==> src/rtl/blackjack_hand_sequencer.sv <==
// blackjack_hand_sequencer
//
// Plays one blackjack hand under dealer rules. Cards come from a card source
// over a req/valid handshake. The sequencer tracks the best hand total, with
// soft-ace handling, and stands once the total reaches STAND_AT. With
// HIT_SOFT_17 set it hits on soft 17 instead of standing.
//
// Ports
//   clock_i         system clock, rising edge
//   reset_i         synchronous active-high reset, aborts any hand
//   start_i         begin a new hand (honoured in IDLE or DONE only)
//   card_valid_i    card_value_i is valid this cycle
//   card_value_i    rank code: 1 ace, 2..10 pip, 11..13 face; 0/14/15 illegal
//   card_req_o      card requested (high in REQ)
//   hand_total_o    current best total
//   soft_o          an ace is currently counted as 11
//   card_count_o    cards accepted this hand, saturating at 15
//   busy_o          hand in progress
//   done_o          hand finished, held until start or reset
//   bust_o          final total exceeded 21
//   blackjack_o     21 made with exactly two cards
//   illegal_card_o  one-cycle pulse after an illegal code was offered
//
// state | meaning
// IDLE  | waiting for start after reset
// REQ   | requesting a card, waiting for card_valid_i
// ADD   | add the latched card into the total
// CHECK | decide bust / stand / hit
// DONE  | hand finished, results held until start
module blackjack_hand_sequencer #(
  parameter int STAND_AT    = 17,
  parameter bit HIT_SOFT_17 = 1'b0
) (
  input  logic       clock_i,
  input  logic       reset_i,
  input  logic       start_i,
  input  logic       card_valid_i,
  input  logic [3:0] card_value_i,
  output logic       card_req_o,
  output logic [4:0] hand_total_o,
  output logic       soft_o,
  output logic [3:0] card_count_o,
  output logic       busy_o,
  output logic       done_o,
  output logic       bust_o,
  output logic       blackjack_o,
  output logic       illegal_card_o
);

  localparam logic [2:0] S_IDLE  = 3'd0;
  localparam logic [2:0] S_REQ   = 3'd1;
  localparam logic [2:0] S_ADD   = 3'd2;
  localparam logic [2:0] S_CHECK = 3'd3;
  localparam logic [2:0] S_DONE  = 3'd4;

  localparam logic [4:0] STAND_AT_W = 5'(STAND_AT);

  logic [2:0] state_q, state_d;
  logic [4:0] total_q, total_d;
  logic       soft_q, soft_d;
  logic [3:0] count_q, count_d;
  logic [3:0] card_q, card_d;
  logic       bust_q, bust_d;
  logic       bj_q, bj_d;
  logic       illegal_q, illegal_d;

  logic       card_legal;
  logic       is_ace;
  logic [3:0] card_w;
  logic       ace_as_11;
  logic [5:0] add_w;
  logic [5:0] sum_raw;
  logic       soft_add;
  logic [5:0] sum_fix;
  logic       soft_fix;
  logic       stand;

  assign card_legal = (card_value_i >= 4'd1) && (card_value_i <= 4'd13);

  // Weight of the latched card with aces taken as 1; faces count 10.
  assign is_ace = (card_q == 4'd1);
  assign card_w = (card_q >= 4'd11) ? 4'd10 : card_q;

  // An ace is counted as 11 only if no ace is already soft and it fits.
  assign ace_as_11 = is_ace && !soft_q && (({1'b0, total_q} + 6'd11) <= 6'd21);
  assign add_w     = ace_as_11 ? 6'd11 : {2'b00, card_w};
  assign sum_raw   = {1'b0, total_q} + add_w;
  assign soft_add  = soft_q | ace_as_11;

  // Going over 21 with a soft ace: demote that ace to 1. One demotion suffices
  // because a soft total is at most 21 and a card adds at most 10 here.
  always_comb begin
    sum_fix  = sum_raw;
    soft_fix = soft_add;
    if (sum_raw > 6'd21 && soft_add) begin
      sum_fix  = sum_raw - 6'd10;
      soft_fix = 1'b0;
    end
  end

  assign stand = (total_q >= STAND_AT_W) &&
                 !(HIT_SOFT_17 && (total_q == 5'd17) && soft_q);

  always_comb begin
    state_d   = state_q;
    total_d   = total_q;
    soft_d    = soft_q;
    count_d   = count_q;
    card_d    = card_q;
    bust_d    = bust_q;
    bj_d      = bj_q;
    illegal_d = 1'b0;
    case (state_q)
      S_IDLE, S_DONE: begin
        if (start_i) begin
          state_d = S_REQ;
          total_d = 5'd0;
          soft_d  = 1'b0;
          count_d = 4'd0;
          bust_d  = 1'b0;
          bj_d    = 1'b0;
        end
      end
      S_REQ: begin
        if (card_valid_i) begin
          if (card_legal) begin
            card_d  = card_value_i;
            count_d = (count_q == 4'd15) ? 4'd15 : count_q + 4'd1;
            state_d = S_ADD;
          end else begin
            illegal_d = 1'b1;
          end
        end
      end
      S_ADD: begin
        total_d = sum_fix[4:0];
        soft_d  = soft_fix;
        state_d = S_CHECK;
      end
      S_CHECK: begin
        if (total_q > 5'd21) begin
          bust_d  = 1'b1;
          state_d = S_DONE;
        end else if (stand) begin
          bj_d    = (total_q == 5'd21) && (count_q == 4'd2);
          state_d = S_DONE;
        end else begin
          state_d = S_REQ;
        end
      end
      default: state_d = S_IDLE;
    endcase
  end

  always_ff @(posedge clock_i) begin
    if (reset_i) begin
      state_q   <= S_IDLE;
      total_q   <= 5'd0;
      soft_q    <= 1'b0;
      count_q   <= 4'd0;
      card_q    <= 4'd0;
      bust_q    <= 1'b0;
      bj_q      <= 1'b0;
      illegal_q <= 1'b0;
    end else begin
      state_q   <= state_d;
      total_q   <= total_d;
      soft_q    <= soft_d;
      count_q   <= count_d;
      card_q    <= card_d;
      bust_q    <= bust_d;
      bj_q      <= bj_d;
      illegal_q <= illegal_d;
    end
  end

  assign card_req_o     = (state_q == S_REQ);
  assign busy_o         = (state_q == S_REQ) || (state_q == S_ADD) || (state_q == S_CHECK);
  assign done_o         = (state_q == S_DONE);
  assign hand_total_o   = total_q;
  assign soft_o         = soft_q;
  assign card_count_o   = count_q;
  assign bust_o         = bust_q;
  assign blackjack_o    = bj_q;
  assign illegal_card_o = illegal_q;

endmodule

==> config.mk <==
export PLATFORM = sky130hd
export DESIGN_NAME = blackjack_hand_sequencer
export DESIGN_NICKNAME = d
export VERILOG_FILES = /design/src/rtl/blackjack_hand_sequencer.sv
export SDC_FILE = /design/constraint.sdc
export NUM_CORES = 1
export LEC_CHECK = 0
export ABC_CLOCK_PERIOD_IN_PS = 2500
export CAP_MARGIN = 20
export CORE_MARGIN = 8
export CORE_UTILIZATION = 35
export CTS_BUF_LIST = sky130_fd_sc_hd__clkbuf_16
export DETAILED_ROUTE_END_ITERATION = 8
export GPL_TIMING_DRIVEN = 1
export SYNTH_ARGS = -nofsm -noshare
export SYNTH_HDL_FRONTEND = slang
export SYNTH_SLANG_ARGS = --single-unit
==> constraint.sdc <==
create_clock -name clock_i -period 2.5 [get_ports clock_i]
set_input_delay 0.25 -clock clock_i [delete_from_list [all_inputs] [get_ports clock_i]]
set_output_delay 0.25 -clock clock_i [all_outputs]
set_load 0.005 [all_outputs]
==> results.yml, run 1 <==
finish:
  multi_input_area_um2: 992
  seq_area_um2: 412
  postLayoutCoreUtil_pct: 52.0
  num_antenna_cells: 0
  final_nets: 221
  drive_above_1_share_pct: 21.2
  syn2layout_area_growth_pct: 42.4
  fillerInstances: 363
  final_area_mm2: 0.00190
yosys:
  synth_top_area_share_pct: 29.9
  yosysWarnings: 0
  synth_edf_count: 0
  synth_async_sr_flop_share_pct: 0
  synth_common_cells: "nand2_1, dfxtp_1, nor2_1, a21oi_1"
  synth_area_leaders: "dfxtp_1, nand2_1, ha_1"
  postSynthCellCount: 169
  synth.net_count: 185
  yosysTopAreaCell: "dfxtp_1"
  synth-seq-area-share_pct: 29.9
  synth_cell_types: 46
  syn_area_per_cell_um2: 7.91
  synth.most_common_cell: "nand2_1"
  netlist_area_mm2: 0.00134
  ys_seq_elements: 20
  synthFlopType: "dfxtp_1"
power:
  pwr-share-seq_pct: 37.0
  cellPowerDensity_mw_per_mm2: 522
  p_sw_w: 0.000301
  leakagePower_nw: 0.690
  p_comb_share_pct: 30.5
  switching_share_pct: 30.3
  peakVddDrop_uv: 377
  intPower_w: 0.000692
  p_clk_share_pct: 32.4
worst_setup_path:
  setup.worst_path.start: "card_q[2]"
  cpPeakStageDelay_ns: 0.36
  cp_data_arrival_time_ns: 2.63
  path_buf_inv: 0
  rrSetupSlack_ns: -0.001
  crit_fanout: 5
  cp_data_required_time_ns: 2.63
  start_kind: "flop"
  critPathKind: "reg -> reg"
  timing.rr.start: "card_q[2]"
  end_kind: "flop"
  crit_chain: "nor4_4 > o2111ai_2 > nand2_2 > ha_4 > a21o_1 > mux2_4 > a311oi_4 > o21bai_2 > xnor2_1 > o21ai_1"
  critPathTopFamily: "compound AO/OA/AOI/OAI gates"
  cpMaxStageDelayCell: "dfxtp_4"
floorplan:
  dieArea_mm2: 0.00606
  coreArea_mm2: 0.00366
  die_width_um: 77.8
  ios: 24
  die_y_um: 77.8
  fp-row-count: 22
  start_util_pct: 36.5
placement:
  place_ws_ns: -0.114
  placed_area_mm2: 0.00170
  port_buffers: 23
  gp_congestion: 0.819
  dp_hpwl_um: 2740
clocking:
  numCtsBuffers: 3
  cts-root-buf: "clkbuf_16"
  cts_hold_buf: 0
  cts_sinks: 20
  cts_buffer_depth: 2
  clock_latency_ns: 0.25
  clkSlewWorstSetupHoldPaths_ns: 0.06
  h-tree-depth: 1
  cts_tree: "done"
grt:
  antenna_found_initial: 0
  grt_overflow: 0
  grt_util_all_layers_pct: 11.7
  grt_max_degree: 19
  grt_pass1_wl_um: 5910
  grt_pass1_vias: 1318
status:
  violations: "setup timing"
  status: "finished with violations"
sta:
  finalClockSkew_ns: 0.00236
  finalSetupViolations: 1
  finalCritPeriodShare_pct: 100
  max_slew_margin_pct: 65.7
  rsz0062_at_grt: "yes"
  finalHoldViolCount: 0
  fin_hold_ws_ns: 0.480
  slew_violations: 0
  fmax_mhz: 400
  tightest_slew_ns: 0.509
  period_needed_ns: 2.50
  finalWorstSetupSlack_ns: -0.00111
detailed_routing:
  dr.pass1.iters: 4
  via_count: 1335
  drt_wl_total_um: 3650
  dr.first_iter.drc_count: 59
  drc: 0
  avgViaCountPerCell: 5.32
  antenna_left: 0
  drt-wirelength-per-cell_um: 14.5
worst_hold_path:
  min_path_type: "reg -> reg"
  hp-start: "card_q[3]"
job:
  cap_violations: 0
[path summary, 6_finish.rpt]
check                          to  cells after the start
setup reg to reg  hand_total_o[1]                     10
setup / recovery  hand_total_o[1]                     10
hold / removal          card_q[3]                      2
hold reg to reg         card_q[3]                      2
[registers in the layout, summed over array words and instances (netlist names)]
register and cells:
hand_total_o 5, card_count_o 4, card_q 4, state_q 3, blackjack_o 1, bust_o 1, illegal_card_o 1, soft_o 1
[timing repair]
action,4_1_cts,5_1_grt
setup endpoints to repair,5,5
setup buffers,0,0
pin swaps,3,16
gates resized for setup,10,12
hold endpoints to repair,0,0
[worst min-delay path, cell delays in order, from the launching register on]
cell and delay [ns]:
dfxtp_2 0.33, nand2_1 0.05, a21oi_1 0.05
[metal layers]
metal,vias to the layer above,GRT usage [%],part of all wire [%]
met5,-,0,0
met4,0,1.13,1.0
met3,4,3.11,2.8
met2,21,20.3,48
met1,628,14.3,48
li1,682,-,-
[placed cells by master, fill, tap and decap left out, drive strengths merged, types with 7 or more instances in the layout]
master         Yosys  layout
nand3              8       8
a21oi             17      17
ha                 7       7
inv                8       8
nor3               8       8
nor2              18      18
clkdlybuf4s50      0      23
buf                3      14
nand2             24      24
dfxtp             20      20
[power by group through the flow]
stage | Clock (W) | Sequential (W) | Combinational, W
3_5_place_dp | 0 | 0.000373 | 0.000273
3_3_place_gp | 0 | 0.000372 | 0.000268
2_1_floorplan | 0 | 0.000355 | 0.000197
6_report | 0.000322 | 0.000368 | 0.000303
4_1_cts | 0.000330 | 0.000368 | 0.000286
5_1_grt | 0.000342 | 0.000371 | 0.000334
[through the flow]
step           setup TNS [ns]  power [W]  cells
6_report             -0.00111   0.000993    251
5_1_grt                -0.470    0.00105    251
4_1_cts                     0   0.000983    251
3_5_place_dp           -0.402   0.000647    248
3_3_place_gp                0   0.000640    248
2_1_floorplan               0   0.000552    169
[layout make-up]
type / instances / share of cell area [%]
Timing Repair Buffer: 37 / 17.6
Inverter: 8 / 1.58
Tap cell: 48 / 3.15
Multi-Input combinational cell: 135 / 52.1
Clock buffer: 3 / 3.94
Sequential cell: 20 / 21.6
[cells by family (layout without fill, tap and decap cells)]
kind of cell / Yosys count / in the layout / share of synthesized area (%)
muxes: 3 / 3 / 2.62
DFF: 20 / 20 / 29.9
and+or+nand+nor: 80 / 80 / 30.3
AOI/OAI and AO/OA: 40 / 40 / 21.6
adders and majority gates: 8 / 8 / 8.04
xor gates and xnor gates: 4 / 4 / 2.62
buffers and inverters: 14 / 48 / 4.86
No activity file was read; power rests on OpenSTA's default activity.
==> inputs of run 2 (changes only) <==
--- a/config.mk
+++ b/config.mk
@@ -8,10 +8,11 @@
 export ABC_CLOCK_PERIOD_IN_PS = 2500
 export CAP_MARGIN = 20
 export CORE_MARGIN = 8
-export CORE_UTILIZATION = 35
+export CORE_UTILIZATION = 47
 export CTS_BUF_LIST = sky130_fd_sc_hd__clkbuf_16
 export DETAILED_ROUTE_END_ITERATION = 8
 export GPL_TIMING_DRIVEN = 1
+export PLACE_DENSITY = 0.75
 export SYNTH_ARGS = -nofsm -noshare
 export SYNTH_HDL_FRONTEND = slang
 export SYNTH_SLANG_ARGS = --single-unit
==> constraint.sdc (replaced) <==
create_clock -name clock_i -period 2.5 [get_ports clock_i]
set_input_delay 0.25 -clock clock_i [delete_from_list [all_inputs] [get_ports clock_i]]
set_output_delay 0.25 -clock clock_i [all_outputs]
set_load 0.02 [all_outputs]
==> results.yml, run 2 (synthesis gave the netlist of run 1 again) <==
worst_setup_path:
  cp_data_arrival_time_ns: 2.67
  timing.rr.end: "hand_total_o[1]"
  timing.rr.start: "hand_total_o[4]"
  crit_fanout: 3
  cp_data_required_time_ns: 2.63
  critPathKind: "reg -> reg"
  start_kind: "flop"
  setup.worst_path.start: "hand_total_o[4]"
  end_kind: "flop"
  ff2ff_path_depth: 10
  rrSetupSlack_ns: -0.04
detailed_routing:
  drt_wl_total_um: 3640
  dr.pass1.iters: 4
  dr.first_iter.drc_count: 86
  avgViaCountPerCell: 5.63
  drc: 0
  via_count: 1335
  antenna_left: 0
  drt-wirelength-per-cell_um: 15.3
worst_hold_path:
  whs_endpoint: "blackjack_o"
  hp-start: "blackjack_o"
  min_path_type: "reg -> reg"
  hold_depth: 2
finish:
  largest_register_ffs: 5
  final_nets: 223
  num_antenna_cells: 0
  syn2layout_area_growth_pct: 42.4
  mostFrequentLayoutCells: "nand2_1, clkdlybuf4s50_1, nor2_1"
  drive_above_1_share_pct: 23.8
grt:
  grt_util_all_layers_pct: 14.8
  grt_pass1_vias: 1349
  grt_overflow: 0
  grt_max_degree: 12
  grt_pass1_wl_um: 6150
  antenna_found_initial: 0
clocking:
  clock_latency_ns: 0.25
  h-tree-depth: 1
  cts_buffer_depth: 2
  clkSlewWorstSetupHoldPaths_ns: 0.06
  cts_hold_buf: 0
  cts_sinks: 20
  cts-root-buf: "clkbuf_16"
  numCtsBuffers: 3
  cts_tree: "done"
job:
  cap_violations: 0
sta:
  finalCritPeriodShare_pct: 101
  setup_tns_ns: -0.0793
  rsz0062_at_grt: "yes"
  max_slew_margin_pct: 53.1
  finalHoldViolCount: 0
  finalClockSkew_ns: 0.00627
  finalSetupViolations: 3
  finalWorstSetupSlack_ns: -0.0359
  period_needed_ns: 2.54
  fmax_mhz: 394
  tightest_slew_ns: 0.693
  slew_violations: 0
placement:
  dp_hpwl_um: 2710
  gp_congestion: 0.885
  port_buffers: 23
  place_ws_ns: -0.0657
status:
  status: "finished with violations"
  violations: "setup timing"
floorplan:
  start_util_pct: 48.9
  die_width_um: 69.3
  coreArea_mm2: 0.00273
  fp-row-count: 19
  dieArea_mm2: 0.00481
  ios: 24
  die_y_um: 69.3
power:
  leakagePower_nw: 0.702
  cellPowerDensity_mw_per_mm2: 543
  peakVddDrop_uv: 561
-- run 2: changes by cell type in the layout (fill, tap and decap cells not counted), sizes merged --
cell / delta
buf: +2
clkinv: +1
-- run 2: report_power, final --
group / leakage (nW) / internal [W] / switching, W / total (W)
Clock: 0.0385 / 0.000213 / 0.000118 / 0.000331
Sequential: 0.166 / 0.000338 / 0.0000317 / 0.000369
Combinational: 0.498 / 0.000152 / 0.000182 / 0.000334
-- run 2: final cells by class --
type | count | area [um2]
fill | 215 | 830
clock buffer | 3 | 75.1
sequential | 20 | 410
inverter | 8 | 30.0
multi-input combinational | 135 | 992
tap | 31 | 38.8
clock inverter | 1 | 3.75
timing repair buffer | 39 | 354
-- run 2: per-layer routing --
metal / up-vias / global-route usage [%] / routed length, um
met1: 615 / 17.7 / 1550
met3: 2 / 4.43 / 218
met2: 34 / 25.2 / 1850
li1: 684 / - / -
met4: 0 / 2.96 / 13
met5: - / 0 / 0
-- run 2: repair_timing --
item                       CTS  global route
resized for setup           15             8
hold endpoints to repair     0             0
pin swaps                   12            14
setup endpoints to repair    3             5
buffers inserted             2             3
-- run 2: worst max-delay path by stage --
stage	slack (ns)	to
floorplan	0.008	hand_total_o[1]
global placement	0.03	hand_total_o[1]
detailed placement	-0.07	hand_total_o[1]
CTS	-0.009	hand_total_o[2]
global route	-0.14	hand_total_o[1]
finish	-0.04	hand_total_o[1]
-- run 2: critical path, stage by stage (launching register included) --
cell and delay (ns):
dfxtp_2 0.34, nor4_4 0.28, o2111ai_2 0.19, nand2_2 0.15, ha_4 0.22, a21o_1 0.20, mux2_4 0.31, a311oi_4 0.32
o21bai_2 0.14, xnor2_1 0.18, o21ai_1 0.08
-- run 2: per-stage QoR --
step,total power (W),instances,util (%),instance area [um2],hold WS [ns]
2_1_floorplan,0.000570,169,-,1340,0.368
3_3_place_gp,0.000648,228,60.7,1660,0.468
3_5_place_dp,0.000658,228,60.7,1660,0.481
4_1_cts,0.00101,234,66.9,1830,0.479
5_1_grt,0.00108,237,69.7,1900,0.509
6_report,0.00103,237,69.7,1900,0.484
==> inputs of run 3 (changes only) <==
--- a/config.mk
+++ b/config.mk
@@ -8,11 +8,11 @@
 export ABC_CLOCK_PERIOD_IN_PS = 2500
 export CAP_MARGIN = 20
 export CORE_MARGIN = 8
-export CORE_UTILIZATION = 47
+export CORE_UTILIZATION = 45
 export CTS_BUF_LIST = sky130_fd_sc_hd__clkbuf_16
 export DETAILED_ROUTE_END_ITERATION = 8
 export GPL_TIMING_DRIVEN = 1
-export PLACE_DENSITY = 0.75
+export PLACE_DENSITY = 0.73
 export SYNTH_ARGS = -nofsm -noshare
 export SYNTH_HDL_FRONTEND = slang
 export SYNTH_SLANG_ARGS = --single-unit
==> results.yml, run 3 (synthesis gave the netlist of run 1 again) <==
status:
  status: "finished with violations"
  violations: "setup timing"
floorplan:
  fp-row-count: 19
  die_width_um: 70.5
  coreArea_mm2: 0.00278
  start_util_pct: 48.1
  dieArea_mm2: 0.00497
  ios: 24
  die_y_um: 70.5
sta:
  finalHoldViolCount: 0
  finalClockSkew_ns: 0.00485
  rsz0062_at_grt: "yes"
  finalSetupViolations: 5
  tightest_slew_ns: 0.505
  slew_violations: 0
  period_needed_ns: 2.66
  max_slew_margin_pct: 66.0
  fin_hold_ws_ns: 0.480
  finalWorstSetupSlack_ns: -0.164
  fmax_mhz: 375
  finalCritPeriodShare_pct: 107
detailed_routing:
  avgViaCountPerCell: 5.82
  drt-wirelength-per-cell_um: 16.4
  antenna_left: 0
  drt_wl_total_um: 3970
  via_count: 1409
  dr.pass1.iters: 4
  dr.first_iter.drc_count: 121
  drc: 0
clocking:
  numCtsBuffers: 3
  clock_latency_ns: 0.25
  clkSlewWorstSetupHoldPaths_ns: 0.06
  cts_buffer_depth: 2
  h-tree-depth: 1
  cts_tree: "done"
  cts-root-buf: "clkbuf_16"
  cts_sinks: 20
grt:
  grt_max_degree: 19
  grt_util_all_layers_pct: 14.6
  grt_pass1_wl_um: 6140
  grt_overflow: 0
  grt_pass1_vias: 1277
  antenna_found_initial: 0
finish:
  num_antenna_cells: 0
  drive_above_1_share_pct: 24.6
  mostFrequentLayoutCells: "nand2_1, clkdlybuf4s50_1, buf_4"
  largest_register_ffs: 5
  final_nets: 228
  syn2layout_area_growth_pct: 42.6
  layoutNonFillerInstCount: 242
power:
  leakagePower_nw: 0.720
  p_clk_share_pct: 32.1
  cellPowerDensity_mw_per_mm2: 538
  fin_total_pwr_w: 0.00103
  switching_share_pct: 32.1
  pwr-share-seq_pct: 36.1
  peakVddDrop_uv: 657
  intPower_w: 0.000696
  p_sw_w: 0.000330
  p_comb_share_pct: 31.8
worst_setup_path:
  crit_chain: "nor4_4 > o2111ai_2 > buf_4 > buf_4 > buf_4 > buf_4 > buf_4 > buf_4 > buf_4 > buf_4 > and2b_4 > o21bai_2 > xnor2_1 > o21ai_1"
  critPathTopFamily: "buffers and inverters"
  timing.rr.start: "card_q[2]"
  crit_top_cell: "buf_4"
  cp_data_arrival_time_ns: 2.79
  setup.worst_path.start: "card_q[2]"
  cp_data_required_time_ns: 2.63
  end_kind: "flop"
  critPathKind: "reg -> reg"
  cpMaxStageDelayCell: "dfxtp_4"
  path_buf_inv: 8
  start_kind: "flop"
  cpPeakStageDelay_ns: 0.36
  crit_fanout: 5
worst_hold_path:
  hp-start: "blackjack_o"
  min_path_type: "reg -> reg"
placement:
  place_ws_ns: -0.0512
  dp_hpwl_um: 2620
  gp_congestion: 0.890
  port_buffers: 23
  dp_cells: 230
job:
  cap_violations: 0
[run 3: cell types whose count changed in the layout (fill, tap and decap cells not counted)]
cell,previous run,this run
a32oi_4,1,0
xnor2_4,1,0
dfxtp_2,8,6
o21ai_0,3,2
a21oi_4,1,0
dfxtp_4,0,2
buf_6,1,0
ha_2,2,1
a32oi_2,0,1
a21oi_1,14,15
o21ai_1,2,3
ha_1,3,4
buf_4,15,21
xnor2_2,0,1
[run 3: metal layers]
layer | share of wire, % | vias to the layer above | track usage [%] | routed length [um]
li1 | - | 698 | - | -
met1 | 44 | 664 | 18.7 | 1740
met2 | 50 | 37 | 23.7 | 2000
met3 | 3.8 | 10 | 3.67 | 149
met4 | 2.0 | 0 | 3.57 | 81
met5 | 0 | - | 0 | 0
[run 3: area by class of cell]
| type | count | area (um2) |
|---|---|---|
| clock inverters | 1 | 3.75 |
| repair buffers | 44 | 388 |
| clock buffers | 3 | 75.1 |
| multi-input cells | 135 | 956 |
| fillers | 226 | 875 |
| inverters | 8 | 30.0 |
| well taps | 31 | 38.8 |
| flip-flops and latches | 20 | 415 |
[run 3: worst paths after layout]
| kind | to | slack (ns) | cells past startpoint |
|---|---|---|---|
| setup / recovery | hand_total_o[1] | -0.16 | 14 |
| hold / removal | blackjack_o | 0.48 | 2 |
| setup reg to reg | hand_total_o[1] | -0.16 | 14 |
| hold reg to reg | blackjack_o | 0.48 | 2 |
[run 3: per-stage QoR]
stage	instance area, um2	utilization [%]	setup TNS, ns
floorplan	1340	-	0
global placement	1670	60.2	0
detailed placement	1670	60.2	-0.146
CTS	1850	66.4	-0.00527
global route	1910	68.6	-0.974
finish	1910	68.6	-0.530
[run 3: what timing repair did]
action	in CTS	in global routing
pin swaps	3	10
setup endpoints to repair	4	5
buffers inserted	8	0
hold buffers	0	0
resized for setup	7	13
[run 3: power by group through the flow]
stage | sequential, W | clock, W | combinational, W
finish | 0.000370 | 0.000329 | 0.000326
global route | 0.000373 | 0.000348 | 0.000356
CTS | 0.000368 | 0.000336 | 0.000306
detailed placement | 0.000374 | 0 | 0.000284
global placement | 0.000372 | 0 | 0.000278
floorplan | 0.000361 | 0 | 0.000209
[run 3: tightest hold or removal path, delay by kind of cell, from the launching register on]
kind | cells | cell delay, ns
DFF | 1 | 0.31
AOI/OAI and AO/OA | 2 | 0.12
